`src/rtl/sub_pkg.sv`:
```
// Shared types and elaboration helpers for the chunked serial subtractor.
package sub_pkg;

  typedef enum logic [1:0] {
    SUB_IDLE = 2'd0,
    SUB_RUN  = 2'd1,
    SUB_DONE = 2'd2
  } sub_state_e;

  // Chunk counter width: ceil(log2(N)) with N = width / bpc, never below 1.
  function automatic int sub_cnt_width(input int width, input int bpc);
    int n;
    n = width / bpc;
    return (n <= 1) ? 1 : $clog2(n);
  endfunction

endpackage

```
`src/rtl/full_subtractor.sv`:
```
// One-bit full subtractor: two half-subtractor stages with their borrows ORed.
module full_subtractor (
  input  logic a_i,
  input  logic b_i,
  input  logic bin_i,
  output logic d_o,
  output logic bout_o
);

  logic hs1_d;
  logic hs1_b;
  logic hs2_b;

  assign hs1_d  = a_i ^ b_i;
  assign hs1_b  = ~a_i & b_i;

  assign d_o    = hs1_d ^ bin_i;
  assign hs2_b  = ~hs1_d & bin_i;

  assign bout_o = hs1_b | hs2_b;

endmodule

```
`src/rtl/serial_subtractor.sv`:
```
// Multi-cycle subtractor: diff = a - b, BITS_PER_CYCLE bits per clock, LSB chunk
// first, borrow carried between chunks in a register; start/busy/done handshake.
module serial_subtractor
  import sub_pkg::*;
#(
  parameter int WIDTH          = 8,
  parameter int BITS_PER_CYCLE = 1
) (
  input  logic             clk,
  input  logic             rst_n,
  input  logic             start,
  input  logic [WIDTH-1:0] a,
  input  logic [WIDTH-1:0] b,
  output logic             busy,
  output logic             done,
  output logic [WIDTH-1:0] diff,
  output logic             borrow,
  output logic             overflow
);

  localparam int N     = WIDTH / BITS_PER_CYCLE;
  localparam int CNT_W = sub_cnt_width(WIDTH, BITS_PER_CYCLE);
  localparam logic [CNT_W-1:0] LAST_CNT = CNT_W'(N - 1);

  if (WIDTH < 2) begin : g_bad_width
    $error("serial_subtractor: WIDTH must be at least 2");
  end
  if (WIDTH % BITS_PER_CYCLE != 0) begin : g_bad_bpc
    $error("serial_subtractor: BITS_PER_CYCLE must divide WIDTH");
  end

  sub_state_e       state_q, state_d;
  logic [WIDTH-1:0] a_q, a_d;
  logic [WIDTH-1:0] b_q, b_d;
  logic [WIDTH-1:0] res_q, res_d;
  logic             bor_q, bor_d;
  logic [CNT_W-1:0] cnt_q, cnt_d;
  logic             a_msb_q, a_msb_d;
  logic             b_msb_q, b_msb_d;
  logic [WIDTH-1:0] diff_q, diff_d;
  logic             borrow_q, borrow_d;
  logic             ovf_q, ovf_d;

  logic [BITS_PER_CYCLE-1:0]       chunk_diff;
  logic                            chunk_bout;
  logic [WIDTH+BITS_PER_CYCLE-1:0] res_ext;
  logic [WIDTH-1:0]                res_shift;

  // Chunk ripple; each stage keeps its own borrow net so the chain is
  // a set of independent scalars rather than one self-referencing vector.
  for (genvar i = 0; i < BITS_PER_CYCLE; i++) begin : g_cell
    logic bi;
    logic bo;
    if (i == 0) begin : g_first
      assign bi = bor_q;
    end else begin : g_next
      assign bi = g_cell[i-1].bo;
    end
    full_subtractor u_fs (
      .a_i    (a_q[i]),
      .b_i    (b_q[i]),
      .bin_i  (bi),
      .d_o    (chunk_diff[i]),
      .bout_o (bo)
    );
  end

  assign chunk_bout = g_cell[BITS_PER_CYCLE-1].bo;

  // New chunk enters at the top; after N chunks the first one sits at bit 0.
  assign res_ext   = {chunk_diff, res_q};
  assign res_shift = WIDTH'(res_ext >> BITS_PER_CYCLE);

  always_comb begin
    // NOTE: every variable gets its hold value first so no path through the
    // case leaves one unassigned, which would otherwise infer a latch.
    state_d  = state_q;
    a_d      = a_q;
    b_d      = b_q;
    res_d    = res_q;
    bor_d    = bor_q;
    cnt_d    = cnt_q;
    a_msb_d  = a_msb_q;
    b_msb_d  = b_msb_q;
    diff_d   = diff_q;
    borrow_d = borrow_q;
    ovf_d    = ovf_q;

    case (state_q)
      SUB_IDLE, SUB_DONE: begin
        state_d = SUB_IDLE;
        if (start) begin
          state_d = SUB_RUN;
          a_d     = a;
          b_d     = b;
          a_msb_d = a[WIDTH-1];
          b_msb_d = b[WIDTH-1];
          res_d   = '0;
          bor_d   = 1'b0;
          cnt_d   = '0;
        end
      end

      SUB_RUN: begin
        a_d   = a_q >> BITS_PER_CYCLE;
        b_d   = b_q >> BITS_PER_CYCLE;
        res_d = res_shift;
        bor_d = chunk_bout;
        cnt_d = cnt_q + CNT_W'(1);
        // Result registers load on the last chunk edge so they are valid in DONE.
        if (cnt_q == LAST_CNT) begin
          state_d  = SUB_DONE;
          diff_d   = res_shift;
          borrow_d = chunk_bout;
          ovf_d    = (a_msb_q ^ b_msb_q) & (res_shift[WIDTH-1] ^ a_msb_q);
        end
      end

      default: state_d = SUB_IDLE;
    endcase
  end

  // NOTE: sequential state uses non-blocking assignments so every register
  // samples the pre-edge values, independent of statement order.
  always_ff @(posedge clk or negedge rst_n) begin
    if (!rst_n) begin
      state_q  <= SUB_IDLE;
      a_q      <= '0;
      b_q      <= '0;
      res_q    <= '0;
      bor_q    <= 1'b0;
      cnt_q    <= '0;
      a_msb_q  <= 1'b0;
      b_msb_q  <= 1'b0;
      diff_q   <= '0;
      borrow_q <= 1'b0;
      ovf_q    <= 1'b0;
    end else begin
      state_q  <= state_d;
      a_q      <= a_d;
      b_q      <= b_d;
      res_q    <= res_d;
      bor_q    <= bor_d;
      cnt_q    <= cnt_d;
      a_msb_q  <= a_msb_d;
      b_msb_q  <= b_msb_d;
      diff_q   <= diff_d;
      borrow_q <= borrow_d;
      ovf_q    <= ovf_d;
    end
  end

  assign busy     = (state_q == SUB_RUN);
  assign done     = (state_q == SUB_DONE);
  assign diff     = diff_q;
  assign borrow   = borrow_q;
  assign overflow = ovf_q;

endmodule

```
`config.mk`:
```
export PLATFORM = sky130hd
export DESIGN_NAME = serial_subtractor
export DESIGN_NICKNAME = d
export VERILOG_FILES = /design/src/rtl/sub_pkg.sv /design/src/rtl/full_subtractor.sv /design/src/rtl/serial_subtractor.sv
export SDC_FILE = /design/constraint.sdc
export NUM_CORES = 1
export LEC_CHECK = 0
export BUFFER_PORTS_ARGS = -buffer_cell sky130_fd_sc_hd__buf_2
export CAP_MARGIN = 20
export CORE_MARGIN = 2
export CORE_UTILIZATION = 49
export CTS_BUF_LIST = sky130_fd_sc_hd__clkbuf_8 sky130_fd_sc_hd__clkbuf_16
export DETAILED_ROUTE_END_ITERATION = 6
export PLACE_DENSITY_LB_ADDON = 0.1
export SLEW_MARGIN = 20
export SYNTH_ARGS = -nofsm -noshare
export SYNTH_HDL_FRONTEND = slang
export SYNTH_SLANG_ARGS = --single-unit
```
`constraint.sdc`:
```
create_clock -name clk -period 1.4 [get_ports clk]
set_input_delay 0.21 -clock clk [delete_from_list [all_inputs] [get_ports clk]]
set_output_delay 0.21 -clock clk [all_outputs]
set_load 0.01 [all_outputs]
```
==> impl_metrics.csv, run 1 <==
group,metric,value,unit
status,outcome,"complete, no violations",
timing,fin_hold_ws,121,ps
timing,worst_pin_slew,502,ps
critical_path,end_kind,"flip-flop",
critical_path,start_kind,"flip-flop",
grt,overflow,0,
timing,rsz0062_at_grt,"true",
grt,busiest_layer,"met2",
grt,grt_max_degree,42,
critical_path,r2r_end,"overflow",
timing,period_minus_slack,1400,ps
grt,grt_use_met3,0.0581,
drt,drt-vias-per-instance,5.06,
floorplan,die_y,63.8,um
place,hpwl,2.17,mm
clocking,insertion_delay,290,ps
cells_and_area,layout_commonest_cell,"dfrtp_1",
timing,hold_violations,0,
grt,grt_use_met2,0.294,
drt,ant_nets,0,
drt,drt_pass1_iterations,4,
pwr,p_leak,1.05,nW
grt,grtUsageTotal,0.181,
cells_and_area,diodes,0,
yosys,yosysWarningCount,0,
clocking,cts_max_level,2,
grt,grt_pass1_vias,1219,
cells_and_area,fin_cells,243,
cells_and_area,drive_gt1_frac,0.335,
critical_path,r2r_slack,4,ps
grt,grt_pass1_wl,5.58,mm
cells_and_area,layout_common_cells,"dfrtp_1, nand2_1, buf_2, nor2_1, a31oi_1",
yosys,netlist_instances,157,
pwr,peakVddDrop,0.971,mV
hold_path,min_path_type,"input pin to flip-flop",
timing,setup_violations,0,
yosys,syn_area,1750,um^2
clocking,cts_max_path_buffers,2,
yosys,ys_ff_latch,41,
pwr,finalPower,4.92,mW
critical_path,critPathKind,"flip-flop to flip-flop",
place,numPortBuffers,30,
floorplan,core,3390,um^2
drt,vias,1230,
job,max_cap_viol_count,0,
critical_path,cp.required,1620,ps
timing,clock_skew,8.55,ps
yosys,yosysUniqueCellTypes,24,
critical_path,ff2ff_path_depth,5,
yosys,synth_top_area_frac,0.586,
clocking,cts_buffers,5,
timing,finalMaxSlewViolations,0,
yosys,syn_nets,179,
cells_and_area,nNetsFinal,218,
clocking,numClockSinks,41,
hold_path,hold_depth,3,
cells_and_area,postLayoutCellArea,2100,um^2
timing,maxSlewHeadroom,0.665,
clocking,path_clk_slew,80,ps
yosys,avgSynthCellArea,11.2,um^2
place,globalplace.congestion,0.714,
drt,drc_errors,0,
drt,routed_wl,3.17,mm
timing,finalCritPeriodShare,0.997,
grt,antenna_found_initial,0,
floorplan,die_area,4070,um^2
yosys,synth_top_cell_by_area,"dfrtp_1",
critical_path,endpoint,"overflow",
critical_path,worstPathArrival,1620,ps
drt,wl_per_cell,13.1,um
critical_path,r2r-start,"bor_q",
critical_path,path_max_fanout,4,
clocking,cts_tree,"done",
timing,max_clock_freq,0.717,GHz
clocking,cts_root_buf,"clkbuf_8",
yosys,ys_top_cells_by_area,"dfrtp_1, nand2_1, a22o_1, a31oi_1, mux2_4",
drt,first_iter_violations,52,
floorplan,rows,21,
cells_and_area,syn2layout_area_growth,20.0,%
place,place_area,1960,um^2
critical_path,startpoint,"bor_q",
floorplan,die_w,63.8,um
floorplan,io_pins,31,
pwr,p_per_area,2340,nW/um^2
yosys,synth-seq-area-share,0.586,
grt,grt_use_met1,0.228,
place,dp_cells,230,
cells_and_area,num-fill-cells,299,
floorplan,start_util,0.517,
## metal layers
metal / share of wire / routed length, um
met1: 0.46 / 1460
met2: 0.48 / 1520
met3: 0.047 / 149
met4: 0.014 / 46
met5: 0 / 0
## area by class of cell
cell class,count,area [um^2],share of cell area
Clock inverter,3,17.5,0.00833
Multi-Input combinational cell,101,654,0.311
Timing Repair Buffer,43,263,0.125
Clock buffer,5,68.8,0.0327
Inverter,4,15.0,0.00714
Tap cell,46,57.6,0.0274
Sequential cell,41,1030,0.488
## how the worst min path moves through the flow
stage | start | end | slack, ps
CTS | b[7] | b_msb_q | 120
global route | b[7] | b_msb_q | 120
finish | b[7] | b_msb_q | 120
floorplan | rst_n | a_msb_q | -90
detailed placement | rst_n | res_q[1] | 300
global placement | rst_n | diff[0] | 290
## where the power goes
part	leakage [nW]	internal (mW)	total (mW)	switching, mW
Clock	0.0439	0.344	0.745	0.401
Combinational	0.509	1.07	2.10	1.03
Sequential	0.497	1.74	2.08	0.339
## worst max-delay path, stage by stage (launching register included)
cell and delay (ps):
dfrtp_1 370, inv_2 50, fa_2 590, and3b_1 160, a21oi_1 40, o21ai_1 120
## what timing repair did
action | CTS | global route
pin swaps | 2 | 1
setup endpoints to repair | 4 | 12
buffers inserted | 2 | 2
endpoints found under the hold margin | 41 | 0
hold buffers | 1 | 0
gates resized for setup | 3 | 4
## metrics by stage
stage | TNS, ps | util | worst slack [ps]
final | 0 | 0.620 | 4.36
after detailed placement | -61.8 | 0.577 | -49.1
after global placement | 0 | 0.577 | 12.0
after global routing | -223 | 0.620 | -84.5
after CTS | -46.2 | 0.611 | -19.0
after floorplan | 0 | - | 4.27
## flip-flops by register name (all words and copies together), names as in the netlist
signal / count
a_msb_q: 1
b_msb_q: 1
state_q: 2
b_q: 8
cnt_q: 3
bor_q: 1
a_q: 8
diff: 8
borrow: 1
overflow: 1
res_q: 7
## synth_stat cells
master / count
clkbuf_1: 1
dfrtp_1: 41
buf_2: 3
and3b_1: 1
buf_4: 3
nand3b_2: 1
nand2b_1: 2
a31oi_1: 14
nor2b_1: 2
mux2_2: 3
o2bb2ai_1: 1
a21oi_1: 1
buf_6: 4
inv_2: 1
nor2_1: 15
nand2_1: 36
a22o_1: 11
inv_1: 3
ha_1: 2
nor2_4: 1
fa_1: 1
nand3_1: 1
o21ai_0: 4
mux2_4: 5
## kinds of logic after synthesis
| kind of cell | after synthesis | synth area share |
|---|---|---|
| AOI/OAI and AO/OA | 31 | 0.124 |
| adders and majority gates | 3 | 0.0257 |
| buffers and inverters | 15 | 0.0578 |
| DFF | 41 | 0.586 |
| muxes | 8 | 0.0621 |
| and+or+nand+nor | 59 | 0.144 |
Power figures use the tool's default switching activity.
==> run 2, diff against run 1 <==
--- a/config.mk
+++ b/config.mk
@@ -12,5 +12,6 @@
 export CTS_BUF_LIST = sky130_fd_sc_hd__clkbuf_8 sky130_fd_sc_hd__clkbuf_16
 export DETAILED_ROUTE_END_ITERATION = 6
-export PLACE_DENSITY_LB_ADDON = 0.1
+export GPL_TIMING_DRIVEN = 0
+export PLACE_DENSITY = 0.81
 export SLEW_MARGIN = 20
 export SYNTH_ARGS = -nofsm -noshare
==> constraint.sdc (replaced) <==
create_clock -name clk -period 1.4 [get_ports clk]
set_input_delay 0.07 -clock clk [delete_from_list [all_inputs] [get_ports clk]]
set_output_delay 0.07 -clock clk [all_outputs]
set_load 0.01 [all_outputs]
==> impl_metrics.csv, run 2 (synthesized netlist as in run 1, its figures left out) <==
group,metric,value,unit
grt,grt_use_met2,0.301,
drt,routed_wl,3.42,mm
cells_and_area,fin_cells,253,
grt,grt_use_met1,0.243,
floorplan,die_w,63.8,um
timing,clock_skew,2.59,ps
timing,maxSlewHeadroom,0.419,
grt,grt_pass1_wl,5.80,mm
clocking,cts_max_path_buffers,2,
critical_path,start_kind,"flip-flop",
drt,first_iter_violations,62,
cells_and_area,syn2layout_area_growth,25.2,%
grt,grtUsageTotal,0.188,
timing,max_clock_freq,0.711,GHz
status,outcome,"finished, violations left",
timing,period_minus_slack,1410,ps
critical_path,cp.required,1580,ps
floorplan,core,3390,um^2
cells_and_area,drive_gt1_frac,0.357,
hold_path,min_path_type,"input pin to flip-flop",
clocking,insertion_delay,290,ps
cells_and_area,layout_common_cells,"dfrtp_1, nand2_1, buf_2, nor2_1",
cells_and_area,num-fill-cells,283,
clocking,cts_tree,"done",
grt,grt_max_degree,42,
critical_path,r2r-start,"cnt_q[1]",
grt,antenna_found_initial,0,
place,globalplace.congestion,0.749,
grt,grt_use_met3,0.0616,
timing,setup_violations,5,
hold_path,hold_start,"a[5]",
drt,vias,1288,
cells_and_area,layout_commonest_cell,"dfrtp_1",
cells_and_area,nNetsFinal,229,
critical_path,critPathKind,"flip-flop to flip-flop",
drt,ant_nets,0,
grt,grt_pass1_vias,1265,
clocking,cts_root_buf,"clkbuf_8",
floorplan,die_y,63.8,um
grt,busiest_layer,"met2",
cells_and_area,multiInputGateArea,651,um^2
drt,drc_errors,0,
timing,finalCritPeriodShare,1.00,
critical_path,startpoint,"cnt_q[1]",
cells_and_area,diodes,0,
timing,hold_violations,0,
drt,drt-vias-per-instance,5.09,
critical_path,end_kind,"flip-flop",
clocking,cts_buffers,5,
status,violations,"negative setup slack",
timing,setup_ws,-5.73,ps
floorplan,start_util,0.517,
grt,overflow,0,
job,max_cap_viol_count,0,
floorplan,die_area,4070,um^2
drt,wl_per_cell,13.5,um
cells_and_area,seq_area,1030,um^2
pwr,p_leak,1.11,nW
clocking,cts_max_level,2,
floorplan,io_pins,31,
timing,finalMaxSlewViolations,0,
critical_path,worstPathArrival,1580,ps
place,numPortBuffers,30,
drt,drt_pass1_iterations,4,
floorplan,rows,21,
place,dp_cells,233,
timing,worst_pin_slew,872,ps
pwr,peakVddDrop,1.07,mV
clocking,path_clk_slew,70,ps
pwr,finalPower,5.12,mW
timing,rsz0062_at_grt,"true",
clocking,numClockSinks,41,
pwr,p_per_area,2330,nW/um^2
place,hpwl,2.29,mm
critical_path,path_max_fanout,8,
-- run 2: final cells by class --
type                    count  area share
clock buffers               6      0.0376
flip-flops and latches     41       0.468
multi-input cells         101       0.297
repair buffers             43       0.118
well taps                  46      0.0262
clock inverters             1     0.00171
inverters                   4     0.00685
plain buffers              11      0.0445
-- run 2: final timing paths --
kind                              end  slack [ps]  cells past startpoint
setup reg to reg              diff[4]          -6                      5
min in group asynchronous    res_q[2]         440                      2
setup / recovery              diff[4]          -6                      5
hold reg to reg              overflow         490                      2
hold / removal                 a_q[5]          30                      3
max in group asynchronous  state_q[0]         370                      2
-- run 2: worst max-delay path, cell delays in order, from the launching register on --
cell and delay (ps):
dfrtp_1 390, ha_2 200, ha_4 160, nand3b_4 100
buf_8 140, mux2_4 300
-- run 2: metal layers --
layer	vias to the layer above	share of wire	wire [um]
met4	0	0.012	40
met2	32	0.49	1680
met5	-	0	0
met1	617	0.45	1540
li1	632	-	-
met3	7	0.046	158
-- run 2: power breakdown --
| part | internal, mW | leakage, nW | switching [mW] |
|---|---|---|---|
| Clock | 0.384 | 0.0485 | 0.375 |
| Sequential | 1.75 | 0.496 | 0.336 |
| Combinational | 1.19 | 0.563 | 1.09 |
-- run 2: through the flow --
step / worst slack [ps] / TNS (ps) / util / instance area [um^2] / hold slack [ps]
after floorplan: 4.27 / 0 / - / 1760 / -226
after global placement: -73.0 / -392 / 0.581 / 1970 / 244
after detailed placement: -91.9 / -478 / 0.581 / 1970 / 242
after CTS: -16.5 / -78.4 / 0.636 / 2160 / 20.7
after global routing: -49.8 / -286 / 0.647 / 2190 / 19.6
final: -5.73 / -19.7 / 0.647 / 2190 / 26.2
-- run 2: repair_timing --
| action | CTS | global route |
|---|---|---|
| endpoints found under the hold margin | 42 | 0 |
| pin swaps | 3 | 1 |
| resized for setup | 6 | 6 |
| hold buffers | 2 | 0 |
| setup buffers | 8 | 3 |
| setup endpoints to repair | 7 | 25 |
